### config.mk
export PLATFORM = sky130hd
export DESIGN_NAME = cam_valid_array
export DESIGN_NICKNAME = d
export VERILOG_FILES = /design/src/rtl/cam_val_pkg.sv /design/src/rtl/onehot_decoder.sv /design/src/rtl/cam_valid_array.sv
export SDC_FILE = /design/constraint.sdc
export NUM_CORES = 1
export LEC_CHECK = 0
export CORE_AREA = 2 2 72 101
export CTS_BUF_LIST = sky130_fd_sc_hd__clkbuf_4
export CTS_CLUSTER_SIZE = 24
export DETAILED_ROUTE_END_ITERATION = 12
export DIE_AREA = 0 0 74 103
export GPL_ROUTABILITY_DRIVEN = 0
export PLACE_DENSITY = 0.8
export SETUP_SLACK_MARGIN = 0.2
export SLEW_MARGIN = 20
export SYNTH_ARGS = -nofsm -noshare
export SYNTH_HDL_FRONTEND = slang
export SYNTH_HIERARCHICAL = 1
export SYNTH_SLANG_ARGS = --single-unit
### constraint.sdc
create_clock -name clk -period 4.8 [get_ports clk]
set_clock_uncertainty 0.2 [all_clocks]
set_input_delay 0.96 -clock clk [delete_from_list [all_inputs] [get_ports clk]]
set_output_delay 0.96 -clock clk [all_outputs]
set_load 0.005 [all_outputs]
### src/rtl/cam_val_pkg.sv
// Shared constants, count-width helper and address type for the CAM valid-bit store.
package cam_val_pkg;

  localparam int unsigned ADDR_W_DEF = 5;
  localparam int unsigned DEPTH_DEF  = 32;

  typedef logic [ADDR_W_DEF-1:0] cam_addr_t;

  // Bits needed to hold an occupancy count of 0..depth.
  function automatic int unsigned cnt_w(input int unsigned depth);
    return $clog2(depth + 1);
  endfunction

endpackage

### src/rtl/onehot_decoder.sv
// Enabled ADDR_W-to-DEPTH one-hot decoder; out-of-range addresses decode to all-zero.
module onehot_decoder
  import cam_val_pkg::*;
#(
  parameter int unsigned ADDR_W = ADDR_W_DEF,
  parameter int unsigned DEPTH  = DEPTH_DEF
) (
  input  logic              en,
  input  logic [ADDR_W-1:0] addr,
  output logic [DEPTH-1:0]  dec_c
);

  always_comb begin
    dec_c = '0;
    for (int i = 0; i < DEPTH; i++) begin
      if (en && (addr == ADDR_W'(i))) dec_c[i] = 1'b1;
    end
  end

endmodule

### src/rtl/cam_valid_array.sv
// Valid-bit store for the CAM: set/clear decode, registered row write-select and occupancy.
// Optional lowest-free-entry search is built when CAM_VAL_FREE_SEARCH_EN is defined.
module cam_valid_array
  import cam_val_pkg::*;
#(
  parameter int unsigned ADDR_W = ADDR_W_DEF,
  parameter int unsigned DEPTH  = DEPTH_DEF,
  localparam int unsigned CNT_W = cnt_w(DEPTH)
) (
  input  logic              clk,
  input  logic              rst,
  input  logic              set_en,
  input  logic [ADDR_W-1:0] set_addr,
  input  logic              clr_en,
  input  logic [ADDR_W-1:0] clr_addr,
  input  logic              flush,
  output logic [DEPTH-1:0]  wsel_o,
  output logic [DEPTH-1:0]  valid_o,
  output logic [CNT_W-1:0]  count_o,
  output logic              full_o,
  output logic              empty_o,
  output logic              oor_o
`ifdef CAM_VAL_FREE_SEARCH_EN
  ,
  output logic              free_vld_o,
  output logic [ADDR_W-1:0] free_idx_o
`endif
);

  logic [DEPTH-1:0] set_vec;
  logic [DEPTH-1:0] clr_vec;
  logic [DEPTH-1:0] valid_n;
  logic [DEPTH-1:0] wsel_n;
  logic [CNT_W-1:0] count_n;
  logic             set_new;
  logic             clr_hit;
  logic             oor_n;

  onehot_decoder #(.ADDR_W(ADDR_W), .DEPTH(DEPTH)) u_set_dec (
    .en    (set_en),
    .addr  (set_addr),
    .dec_c (set_vec)
  );

  onehot_decoder #(.ADDR_W(ADDR_W), .DEPTH(DEPTH)) u_clr_dec (
    .en    (clr_en),
    .addr  (clr_addr),
    .dec_c (clr_vec)
  );

  // Set beats clear on the same row; count follows real bit transitions only.
  always_comb begin
    set_new = |(set_vec & ~valid_o);
    clr_hit = |(clr_vec & valid_o & ~set_vec);
    oor_n   = 1'b0;
    if (flush) begin
      valid_n = '0;
      wsel_n  = '0;
      count_n = '0;
    end else begin
      valid_n = (valid_o & ~clr_vec) | set_vec;
      wsel_n  = set_vec;
      count_n = count_o + CNT_W'(set_new) - CNT_W'(clr_hit);
      oor_n   = (set_en && (32'(set_addr) >= DEPTH)) ||
                (clr_en && (32'(clr_addr) >= DEPTH));
    end
  end

  always_ff @(posedge clk) begin
    if (rst) begin
      valid_o <= '0;
      wsel_o  <= '0;
      count_o <= '0;
      full_o  <= 1'b0;
      empty_o <= 1'b1;
      oor_o   <= 1'b0;
    end else begin
      valid_o <= valid_n;
      wsel_o  <= wsel_n;
      count_o <= count_n;
      full_o  <= (count_n == CNT_W'(DEPTH));
      empty_o <= (count_n == '0);
      oor_o   <= oor_n;
    end
  end

`ifdef CAM_VAL_FREE_SEARCH_EN
  // Lowest invalid row wins: scan from the top so the smallest index is written last.
  always_comb begin
    free_vld_o = 1'b0;
    free_idx_o = '0;
    for (int i = DEPTH - 1; i >= 0; i--) begin
      if (!valid_o[i]) begin
        free_vld_o = 1'b1;
        free_idx_o = ADDR_W'(i);
      end
    end
  end
`endif

endmodule
# Word level (Yosys, flattened, before mapping)
# Index checks and enable logic that the tools add are counted.
[word_totals]
reg_bits = 72
out_inout_bits = 73
word_cells = 213
[op_classes]
add_sub_neg = 2
eq_ne = 63
mux = 65
bitwise_logic = 8
n_reduce_logical = 70
[ops]
columns = ["operator", "count"]
rows = [
  ["$eq A5 B5 Y1 const B", 32],
  ["$and A32 B32 Y32", 4],
  ["$not A32 Y32", 3],
  ["$eq A5 B4 Y1 const B", 16],
  ["$logic_and A1 B1 Y1", 64],
  ["$mux W1", 64],
  ["$reduce_or A32 Y1", 2],
  ["$eq A5 B3 Y1 const B", 8],
  ["$or A32 B32 Y32", 1],
  ["$eq A5 B2 Y1 const B", 4],
  ["$eq A5 B1 Y1 const B", 2],
  ["$logic_not A5 Y1", 2],
  ["$add A6 B1 Y6", 1],
  ["$eq A6 B6 Y1 const B", 1],
  ["$logic_not A6 Y1", 1],
  ["$mux W6", 1],
  ["$sub A6 B1 Y6", 1],
  ["$reduce_or A2 Y1", 1],
]

# Logic depth before layout (Yosys ltp)
[depth]
depth_word = 9
mapped_depth = 17
mapped_depth_nobuf = 16

# Modules after synthesis
# The synthesis kept the hierarchy.
[by_module_without_submodules]
columns = ["mod", "instances", "cells_per_inst", "area_each_um2"]
rows = [
  ["cam_valid_array", 1, 323, 2783.9],
  ["onehot_decoder", 2, 47, 234.0],
]

# Least setup slack after synthesis
# Ideal clock, no wire load.
[synth_path]
kind = "input to register"
start = "input set_addr[3]"
end = "register full_o"
arrival_time_ns = 3.991
required_ns = 4.541
setup_slack_ns = 0.550
cell_stages = 15
n_path_buf = 0
cell_sequence = "or4b_4 -> nor2_1 -> o22ai_1 -> a311o_1 -> nor3_1 -> nand4_1 -> ha_1 -> inv_1 -> ha_1 -> fa_1 -> a21o_1 -> a21oi_1 -> xor2_1 -> a41o_1 -> and2_1"
[synth_via]
elab_chain_cells = 9
[synth_lines]
columns = ["element", "line_no", "text"]
rows = [
  ["start: declaration", "cam_valid_array.sv:13", "input logic [ADDR_W-1:0] set_addr,"],
  ["$eq A5 B3 Y1 (*)", "onehot_decoder.sv:16", "if (en && (addr == ADDR_W'(i))) dec_c[i] = 1'b1;"],
  ["$logic_and A1 B1 Y1 (*)", "onehot_decoder.sv:16", ""],
  ["$mux W1 (*)", "onehot_decoder.sv:16", ""],
  ["named net set_vec[4]", "cam_valid_array.sv:30", "logic [DEPTH-1:0] set_vec;"],
  ["$and A32 B32 Y32 or $not A32 Y32 (tied branches)", "cam_valid_array.sv:53, cam_valid_array.sv:54", ""],
  ["$reduce_or A32 Y1 or $and A32 B32 Y32 (tied branches)", "cam_valid_array.sv:53, cam_valid_array.sv:54", ""],
  ["$add A6 B1 Y6 or $reduce_or A32 Y1 (tied branches)", "cam_valid_array.sv:63, cam_valid_array.sv:54", ""],
  ["$sub A6 B1 Y6 (*)", "cam_valid_array.sv:63", "count_n = count_o + CNT_W'(set_new) - CNT_W'(clr_hit);"],
  ["$mux W6 (*)", "cam_valid_array.sv:56", "if (flush) begin"],
  ["$eq A6 B6 Y1 (*)", "cam_valid_array.sv:81", "full_o <= (count_n == CNT_W'(DEPTH));"],
  ["end signal: assignment", "cam_valid_array.sv:81", ""],
  ["end: declaration", "cam_valid_array.sv:20", "output logic full_o,"],
]
# The timed path passes the listed nets; every way through them passes the cells marked *.
# A chain may end at the register's enable or synchronous reset.

# Worst setup path after layout
[layout_path]
start = "input set_addr[0]"
end = "register full_o"
# Same word-level chain as after synthesis.

==> results <==
-- what timing repair did --
action	in CTS	in global routing
buffers inserted	0	0
gates resized for setup	0	11
endpoints found under the hold margin	0	0
endpoints found under the setup margin	0	3
-- worst paths after layout --
check	start	endpoint	slack, ns	cells past startpoint
max	set_addr[0]	full_o	0.36	16
min	valid_o[25]	valid_o[25]	0.31	2
max reg2reg	valid_o[22]	full_o	1.55	14
min reg2reg	valid_o[25]	valid_o[25]	0.31	2
-- synthesized netlist by cell type (2+ instances only) --
cell	count
nand2_1	30
o22ai_1	30
nor3_1	3
xnor2_1	2
nand4b_1	6
a311o_1	2
nand4bb_1	6
or4b_4	2
dfxtp_1	72
nand2b_1	36
nand4_1	3
ha_1	6
a21oi_1	33
and2_1	4
and3_1	2
nor4_1	6
xor2_1	2
inv_1	38
nor2_1	103
clkbuf_1	13
or2_2	2
-- worst reg2reg max path, cell delays in order (launching register included) --
cell	delay (ns)
dfxtp_1	0.37
nand2_1	0.09
o22ai_1	0.07
a311o_1	0.32
nor3_1	0.24
nand4_1	0.14
ha_1	0.30
inv_1	0.04
ha_1	0.20
fa_2	0.35
a21o_1	0.17
a21oi_2	0.15
xor2_1	0.25
a41o_1	0.19
and2_1	0.11
-- cells in the final DEF (no fill, tap or decap), types with 3 or more instances in the layout --
master / Yosys / final
clkdlybuf4s50_1: 0 / 84
ha_1: 6 / 6
buf_4: 1 / 32
nor2_1: 103 / 100
nor4_1: 6 / 5
and2_1: 4 / 4
nand4b_1: 6 / 6
nand2b_1: 36 / 36
a21oi_1: 33 / 32
nor2_2: 0 / 3
inv_1: 38 / 38
dfxtp_1: 72 / 72
nand2_1: 30 / 30
or2_2: 2 / 3
o22ai_1: 30 / 30
clkinv_1: 0 / 3
clkbuf_4: 0 / 9
nand4_1: 3 / 3
nand4bb_1: 6 / 4
-- stage by stage --
step	setup TNS, ns	util (%)
after global placement	-0.0530	64.8
after detailed placement	-0.426	64.8
after floorplan	0	-
final	0	67.2
after global routing	0	67.2
after CTS	0	66.6
-- area by class of cell --
cell class / instances / area, um2 / share of cell area, %
sequential: 72 / 1440 / 31.5
tap: 95 / 119 / 2.60
multi-input combinational: 292 / 1640 / 35.9
clock buffer: 9 / 67.6 / 1.48
inverter: 38 / 143 / 3.12
clock inverter: 6 / 51.3 / 1.12
timing repair buffer: 118 / 1110 / 24.2
-- flip-flops by register name (all words and copies together) (netlist names) --
| signal | count |
|---|---|
| valid_o | 32 |
| full_o | 1 |
| empty_o | 1 |
| wsel_o | 32 |
| count_o | 6 |
-- power by group through the flow --
stage | Combinational (uW) | Clock, uW | Sequential (uW)
floorplan | 60.2 | 0 | 623
global placement | 117 | 0 | 623
detailed placement | 120 | 0 | 623
CTS | 121 | 352 | 610
global route | 134 | 375 | 611
finish | 125 | 346 | 610
-- per-layer routing --
layer  wire (um)  vias up  part of all wire [%]
li1            -     1628                     -
met1        3700     1558                    37
met2        4850      211                    49
met3         746       59                   7.5
met4         680        0                   6.8
met5           0        -                     0
-- kinds of logic after synthesis --
family	count (synthesis)
compound gates	72
flops	72
xor+xnor	4
fa+ha+maj	7
buf+inv	53
other cells	1
simple gates	208
==> results.md <==
- Outcome: finished clean
- Seq/Total Area, Yosys: 44.3%
- Post-Syn Area: 0.00325 mm2
- Mean Syn Cell Area: about 7.8 um2
- Critical Path End Type: flip-flop
- # rows: 36
- Min Hold Slack: approximately 0.31 ns
- Synth Area in Compound Gates: 13.5%
- Final WL: ~10 mm
- Multiplexer share of the synthesized area: 0%
- CP max stage delay: 0.55 ns
- Clock Tree Root: clkbuf_4
- Worst EP arrival: 4.61 ns
- Clock power share: roughly 32%
- Diodes inserted: 0
- Min Tclk post-route: 4.44 ns
- Met2 Use GR: 45.4%
- Fin cells: 630
- Num CTS Buffers: 9
- Post-synth EDFFs: 0
- Slowest CP cell: or4b_4
- # hold bufs at CTS: 0
- Switching Share: 24.8%
- CP Data Required Time: 4.97 ns
- Max cap viols: 0
- Clk_lat worst skew: 0.42 ns
- Net Switching: 268 uW
- Ranking of synthesized cells by area: dfxtp_1 (44%), nor2_1 (12%), nand2b_1 (6.9%)
- Design Area, Final: 0.00457 mm2
- Die span in y: roughly 100 um
- Post-Place Cell Area: 0.00441 mm2
- PwrDens: 237 mW/mm2
- Boundary pin count: roughly 90
- GRT Total Usage: 26.8%
- Global-route wire length before repair: 15.3 mm
- Family with the most delay on the worst path: simple AND/OR/NAND/NOR gates
- Adder-cell share of the synthesized area: 2.92%
- Period utilisation layout: 92.5%
- Die ar.: roughly 0.0076 mm2
- Critical path class: in2reg
- Clk slew on worst S/H paths: ~0.10 ns
- Dpl cells: 615
- Gate power share: 11.6%
- Area growth syn-to-layout: 40.5%
- Syn. warnings: 6
- Grt total ovfl: 0
- Top-area cell type share of the netlist area: between 40 and 50%
- CP bufs+invs: 2
- Crit-path max FO: 3
- Share of layout cells above drive strength 1: 11.2%
- Cell taking the most area after synthesis: dfxtp_1
- Total Power: 1080 uW
- Initial DRT Pass Iterations: 5
- Sequential share of power: a little under three fifths
- Layout fillers: 564
- Detail Route Antenna Nets: 0
- DP Wirelength: 7.68 mm
- Final nets: 553
- Ys flop type: dfxtp_1
- Ordered list of cells on the worst path: clkdlybuf4s50_1, or4b_4, nor2_2, o22ai_1, a311o_1, nor3_2, nand4_1, ha_1, inv_1, ha_1, fa_2, a21o_1, a21oi_2, xor2_1, a41o_1, and2_1
- Slew headroom: 64.8%
- Largest net degree at the start of global routing: 52
- Post-synthesis simple-gate area fraction: between 30% and 40%
- Setup WS pre-CTS: -0.190 ns
- Gate Count Post-Synth: 417
- Largest family of logic cells by synthesized area: simple AND/OR/NAND/NOR gates
- IO Port Bufs: 86
- #FFs+latches synth: 72
- Grt peak-use layer: met2
- PnR worst setup slack: 0.359 ns
- Final hold vios: 0
- Vias per std cell: approximately 5.5
- XOR/XNOR Fraction of Synth Area: under 10%
- Vias post-DR: 3456
- TritonCTS clock tree: done
- Worst slew pin tran: 0.528 ns
- Worst vdd ir: 0.000175 V
- DRT iter0 DRCs: 249
- Max-slew violations: 0
- Ys async rst share: 0%
- Setup crit start kind: primary input
- Final setup fails: 0
- Fmax: approximately 0.23 GHz
- Vias in the first global route: 3302
- Most used cell, CP: ha_1
- GR met3 Demand/Resource: 7.33%
- Initial antenna violation count: 0
- Yosys cell types: 37
- Lkg Pwr: 0.00159 uW
- H-tree levels: 3
- Initial core utilization: 47.8%
- Worst hold path class: reg2reg
- Core footprint: 0.00680 mm2
- DRC viols: 0
- Horiz. Die Dim: 74 um
- Syn nets: 439
- Met1 Track Usage GR: between 20% and 30%
- Internal: roughly 800 uW
- Detailed-route wire length per cell: between 15 and 20 um
- Sink Count: 72
- Unrepaired setup endpoints after global routing: no
- Clk buf depth: 2
Power figures use the tool's default switching activity.
==> variant 1: new RTL, same settings <==
Make the reset (`rst`) asynchronous in one clocked block.
--- a/src/rtl/cam_valid_array.sv
+++ b/src/rtl/cam_valid_array.sv
@@ -68,3 +68,3 @@
 
-  always_ff @(posedge clk) begin
+  always_ff @(posedge clk or posedge rst) begin
     if (rst) begin
Behaviour: differs if rst is asserted again (counterexample within 4 cycles, from zero or initial values and one cycle with rst high); with rst held inactive, the same outputs for 10 cycles.
==> variant 1 against the unedited design <==
Synthesized area grew 9.8%. Sequential cell count unchanged. Setup slack got worse by 0.038 ns. Count of clock-buffer cells in the layout increased by 2. Design area is 9.4% higher. Wire length grew 6.1%. Largest cell class is now sequential cells.
Power is not compared: it rests on default switching activity, and its combinational part moved more than twofold at a synthesized area within 25%.
==> variant 1: results (changes against the unedited design) <==
track_usage_pct: 29.2  # +2.4 points
r2r-start: "valid_o[14]"
async_flop_share_pct: 100  # +100 points
synth_area_leaders: "dfrtp_1 (50%), nor2_1 (11%), nand2b_1 (6.3%)"
first_iter_violations: 289  # +16%
ys_top_cells_by_count: "nor2_1 (101), dfrtp_1 (71), inv_1 (39)"
ir_drop_v: 0.000316
cts_root_buf: "clkbuf_4"
timing.critical_path.arrival_ns: 4.65  # +0.04 ns
wl_per_cell_um: 16.5  # +4.5%
layout.nets: 562  # +1.6%
ys_seq_area_share_pct: 50.5  # +6.2 points
hold_end: "valid_o[10]"
hp-start: "valid_o[10]"
numCtsBuffers: 9  # unchanged
cts_max_level: 3  # unchanged
r2r_cells: 14  # unchanged
worst_pin_slew_ns: 0.867  # +0.339 ns
slowest_delay_ns: 0.50  # -0.05 ns
grt_pass1_wl_um: 16600  # +8.5%
critPathSlowestCell: "clkdlybuf4s50_1"
drive_gt1_share_pct: 14.5  # +3.3 points
grt_max_degree: 52  # unchanged
antennaDiodeCount: 0  # unchanged
hold_depth: 2  # unchanged
clk_latency_ns: 0.43
yosys_warnings: 6  # unchanged
hp-class: "flop to flop"
drtPass1Iterations: 5  # unchanged
grtUsageMet3_pct: 6.74  # -0.59 points
syn_nets: 434  # -1.1%
path_clk_slew_ns: 0.11
cp_max_fo: 3  # unchanged
place.detailed.hpwl_um: 7950  # +3.6%
r2r-end: "empty_o"
cts_buffer_depth: 2  # unchanged
io_buffers: 86  # unchanged
antenna_found_initial: 0  # unchanged
synth_cell_type_count: 32  # -14%
use_met1_pct: 33.6  # +6.2 points
grt_use_met2_pct: 48.1  # +2.7 points
reg_top3: "valid_o (32), wsel_o (32), count_o (6)"
crit_family: "compound AO/OA/AOI/OAI gates"
r2r_setup_slack_ns: 1.48  # -0.07 ns
status: "finished, final reports clean"
grt_pass1_vias: 3598  # +9.0%
sw_frac_of_total_pct: 30.9
power.static_leakage_nw: 2.11
via_count: 3530  # +2.1%
[variant 1: cell type report]
class / instances / area [µm²]
tap: 95 / 119
timing repair buffer: 132 / 1200
clock inverter: 5 / 25.0
multi-input combinational: 286 / 1620
fill: 522 / 1800
inverter: 39 / 148
clock buffer: 11 / 82.6
sequential: 72 / 1800
[variant 1: kinds of logic after synthesis]
group,synth area share [%]
DFF,50.5
AOI/OAI and AO/OA,12.1
xor gates and xnor gates,1.23
adders and majority gates,2.66
buffers and inverters,5.78
other,0.105
and+or+nand+nor,27.6
[variant 1: power groups by stage]
stage,sequential [mW],combinational [mW],clock [mW]
6_report,0.656,0.381,0.317
2_1_floorplan,0.668,0.195,0
5_1_grt,0.660,0.421,0.350
4_1_cts,0.656,0.356,0.325
3_5_place_dp,0.668,0.353,0
3_3_place_gp,0.668,0.331,0
[variant 1: worst max path at each step]
stage	start	to	slack, ns	depth (start not counted)
after CTS	set_addr[1]	empty_o	0.23	16
after detailed placement	set_addr[1]	empty_o	-0.24	16
after global routing	set_en	empty_o	0.17	16
after global placement	set_addr[1]	empty_o	-0.12	16
after floorplan	set_addr[3]	empty_o	0.49	15
final	set_en	empty_o	0.32	16
[variant 1: per-stage QoR]
step / cell area (µm²) / worst slack [ns] / utilization [%] / hold WS (ns) / instances
after floorplan: 3570 / 0.487 / - / 0.360 / 412
after global placement: 4830 / -0.121 / 71.0 / 0.372 / 624
after detailed placement: 4830 / -0.243 / 71.0 / 0.375 / 624
after CTS: 4940 / 0.225 / 72.6 / 0.393 / 640
after global routing: 5000 / 0.172 / 73.5 / 0.423 / 640
final: 5000 / 0.321 / 73.5 / 0.391 / 640
[variant 1: layer usage]
metal  vias to the layer above  share of wire (%)  wire [µm]
met5                         -                  0          0
met4                         0                5.4        574
met3                        57                5.8        609
met2                       180                 51       5360
met1                      1673                 38       4050
li1                       1620                  -          -
[variant 1: repair_timing]
item / in CTS / in global routing
setup buffers: 0 / 0
endpoints found under the setup margin: 0 / 3
hold buffers: 0 / 0
gates resized for setup: 0 / 11
[variant 1: worst reg2reg max path, cell delays in order, from the launching register on]
cell	delay (ns)
dfrtp_1	0.43
nand2_1	0.09
o22ai_1	0.09
a311o_1	0.32
nor3_1	0.19
nand4_1	0.12
ha_1	0.30
inv_1	0.04
ha_1	0.21
fa_2	0.37
a21o_1	0.17
a21oi_2	0.16
xor2_2	0.20
a41oi_2	0.13
o21ba_1	0.25
==> variant 2: new RTL, config.mk and constraints unchanged <==
Without the edit above. The package constant `ADDR_W_DEF` goes from 5 to 7.
--- a/src/rtl/cam_val_pkg.sv
+++ b/src/rtl/cam_val_pkg.sv
@@ -3,3 +3,3 @@
 
-  localparam int unsigned ADDR_W_DEF = 5;
+  localparam int unsigned ADDR_W_DEF = 7;
   localparam int unsigned DEPTH_DEF  = 32;
Interface: changed (resized clr_addr and set_addr); port bits go from 88 to 92. No check against the original RTL was run, so the function may have changed too.
==> variant 2 against the unedited design <==
Design area rose by 10%. Die area did not move. Synthesized area rose by 4.7%. Sequential cell count rose by 1. Power rose by 15%. Wire length rose by 6.8%. Register-to-register slack barely moved. Setup slack got worse by 0.097 ns. Critical endpoint is now empty_o. Highest routed layer unchanged.
==> variant 2: results (changes against the unedited design) <==
timing.critical_path.arrival_ns: 4.69  # +0.08 ns
status: "finished, final reports clean"
grt_pass1_vias: 3483  # +5.5%
place.detailed.hpwl_um: 8080  # +5.2%
first_iter_violations: 355  # +43%
synthCells: 419  # +0.48%
cp_max_fo: 4  # +1
wl_per_cell_um: 16.2  # +2.4%
layout.nets: 583  # +5.4%
synth_compound_gate_area_share_pct: 13.3  # -0.17 points
ys_top_cells_by_count: "nor2_1 (87), dfxtp_1 (73), inv_1 (38)"
synthAdderAreaFrac_pct: 2.79  # -0.13 points
syn_nets: 445  # +1.4%
track_usage_pct: 28.3  # +1.5 points
place_ws_ns: -0.304  # -0.114 ns
place_inst: 641  # +4.2%
final_cells: 657  # +4.3%
crit_start: "set_en"
place_area_um2: 4740  # +7.5%
routed_via_density: 5.51  # +0.36%
drive_gt1_share_pct: 19.6  # +8.4 points
post-route-period-util_pct: 94.5  # +2.0 points
synth-xor-area-share_pct: 1.03  # -0.049 points
synth_area_leaders: "dfxtp_1 (43%), nor2_1 (9.6%), nand2b_1 (5.9%)"
power.static_leakage_nw: 1.73  # +9.0%
grt_pass1_wl_um: 16300  # +7.0%
ir_drop_v: 0.000248  # +42%
io_buffers: 91  # +5.8%
grt_max_degree: 37  # -29%
path_clk_slew_ns: 0.12  # +0.02 ns
-- variant 2: power by group --
part	switching [mW]	leakage, nW	internal [mW]
sequential	0.00146	0.588	0.608
combinational	0.0466	1.04	0.0429
clock	0.214	0.107	0.328
total	0.262	1.73	0.979
-- variant 2: metal layers --
layer / track usage (%) / up-vias / share of wire, %
met4: 16.2 / 0 / 4.7
met3: 6.55 / 52 / 7.3
li1: - / 1702 / -
met1: 30.7 / 1667 / 38
met2: 49.4 / 196 / 50
met5: 0 / - / 0
-- variant 2: layout make-up --
| class | instances | area share, % |
|---|---|---|
| multi-input cells | 294 | 36.0 |
| clock buffers | 11 | 1.64 |
| inverters | 38 | 2.83 |
| repair buffers | 141 | 25.6 |
| well taps | 95 | 2.36 |
| clock inverters | 5 | 2.53 |
| flip-flops and latches | 73 | 29.0 |
-- variant 2: repair_timing --
| action | in CTS | in global routing |
|---|---|---|
| endpoints found under the hold margin | 0 | 0 |
| gates resized for setup | 5 | 16 |
| pin swaps | 2 | 7 |
| endpoints found under the setup margin | 2 | 3 |
-- variant 2: critical path, cell delays in order --
cell and delay, ns:
clkdlybuf4s50_1 0.51, or4b_4 0.51, nor2_2 0.17, o22ai_1 0.11, a311o_1 0.35, nor3_2 0.16
nand4_1 0.13, ha_1 0.30, inv_1 0.04, ha_1 0.20, fa_2 0.35, a21o_1 0.18
a21oi_2 0.15, xor2_1 0.26, a311oi_1 0.13, nor3_1 0.18
-- variant 2: cells by family (layout without fill, tap and decap cells) --
family / count (synthesis) / after routing
buffers and inverters: 52 / 195
DFF: 73 / 73
and+or+nand+nor: 208 / 208
adders and majority gates: 7 / 7
AOI/OAI and AO/OA: 75 / 75
xor gates and xnor gates: 4 / 4
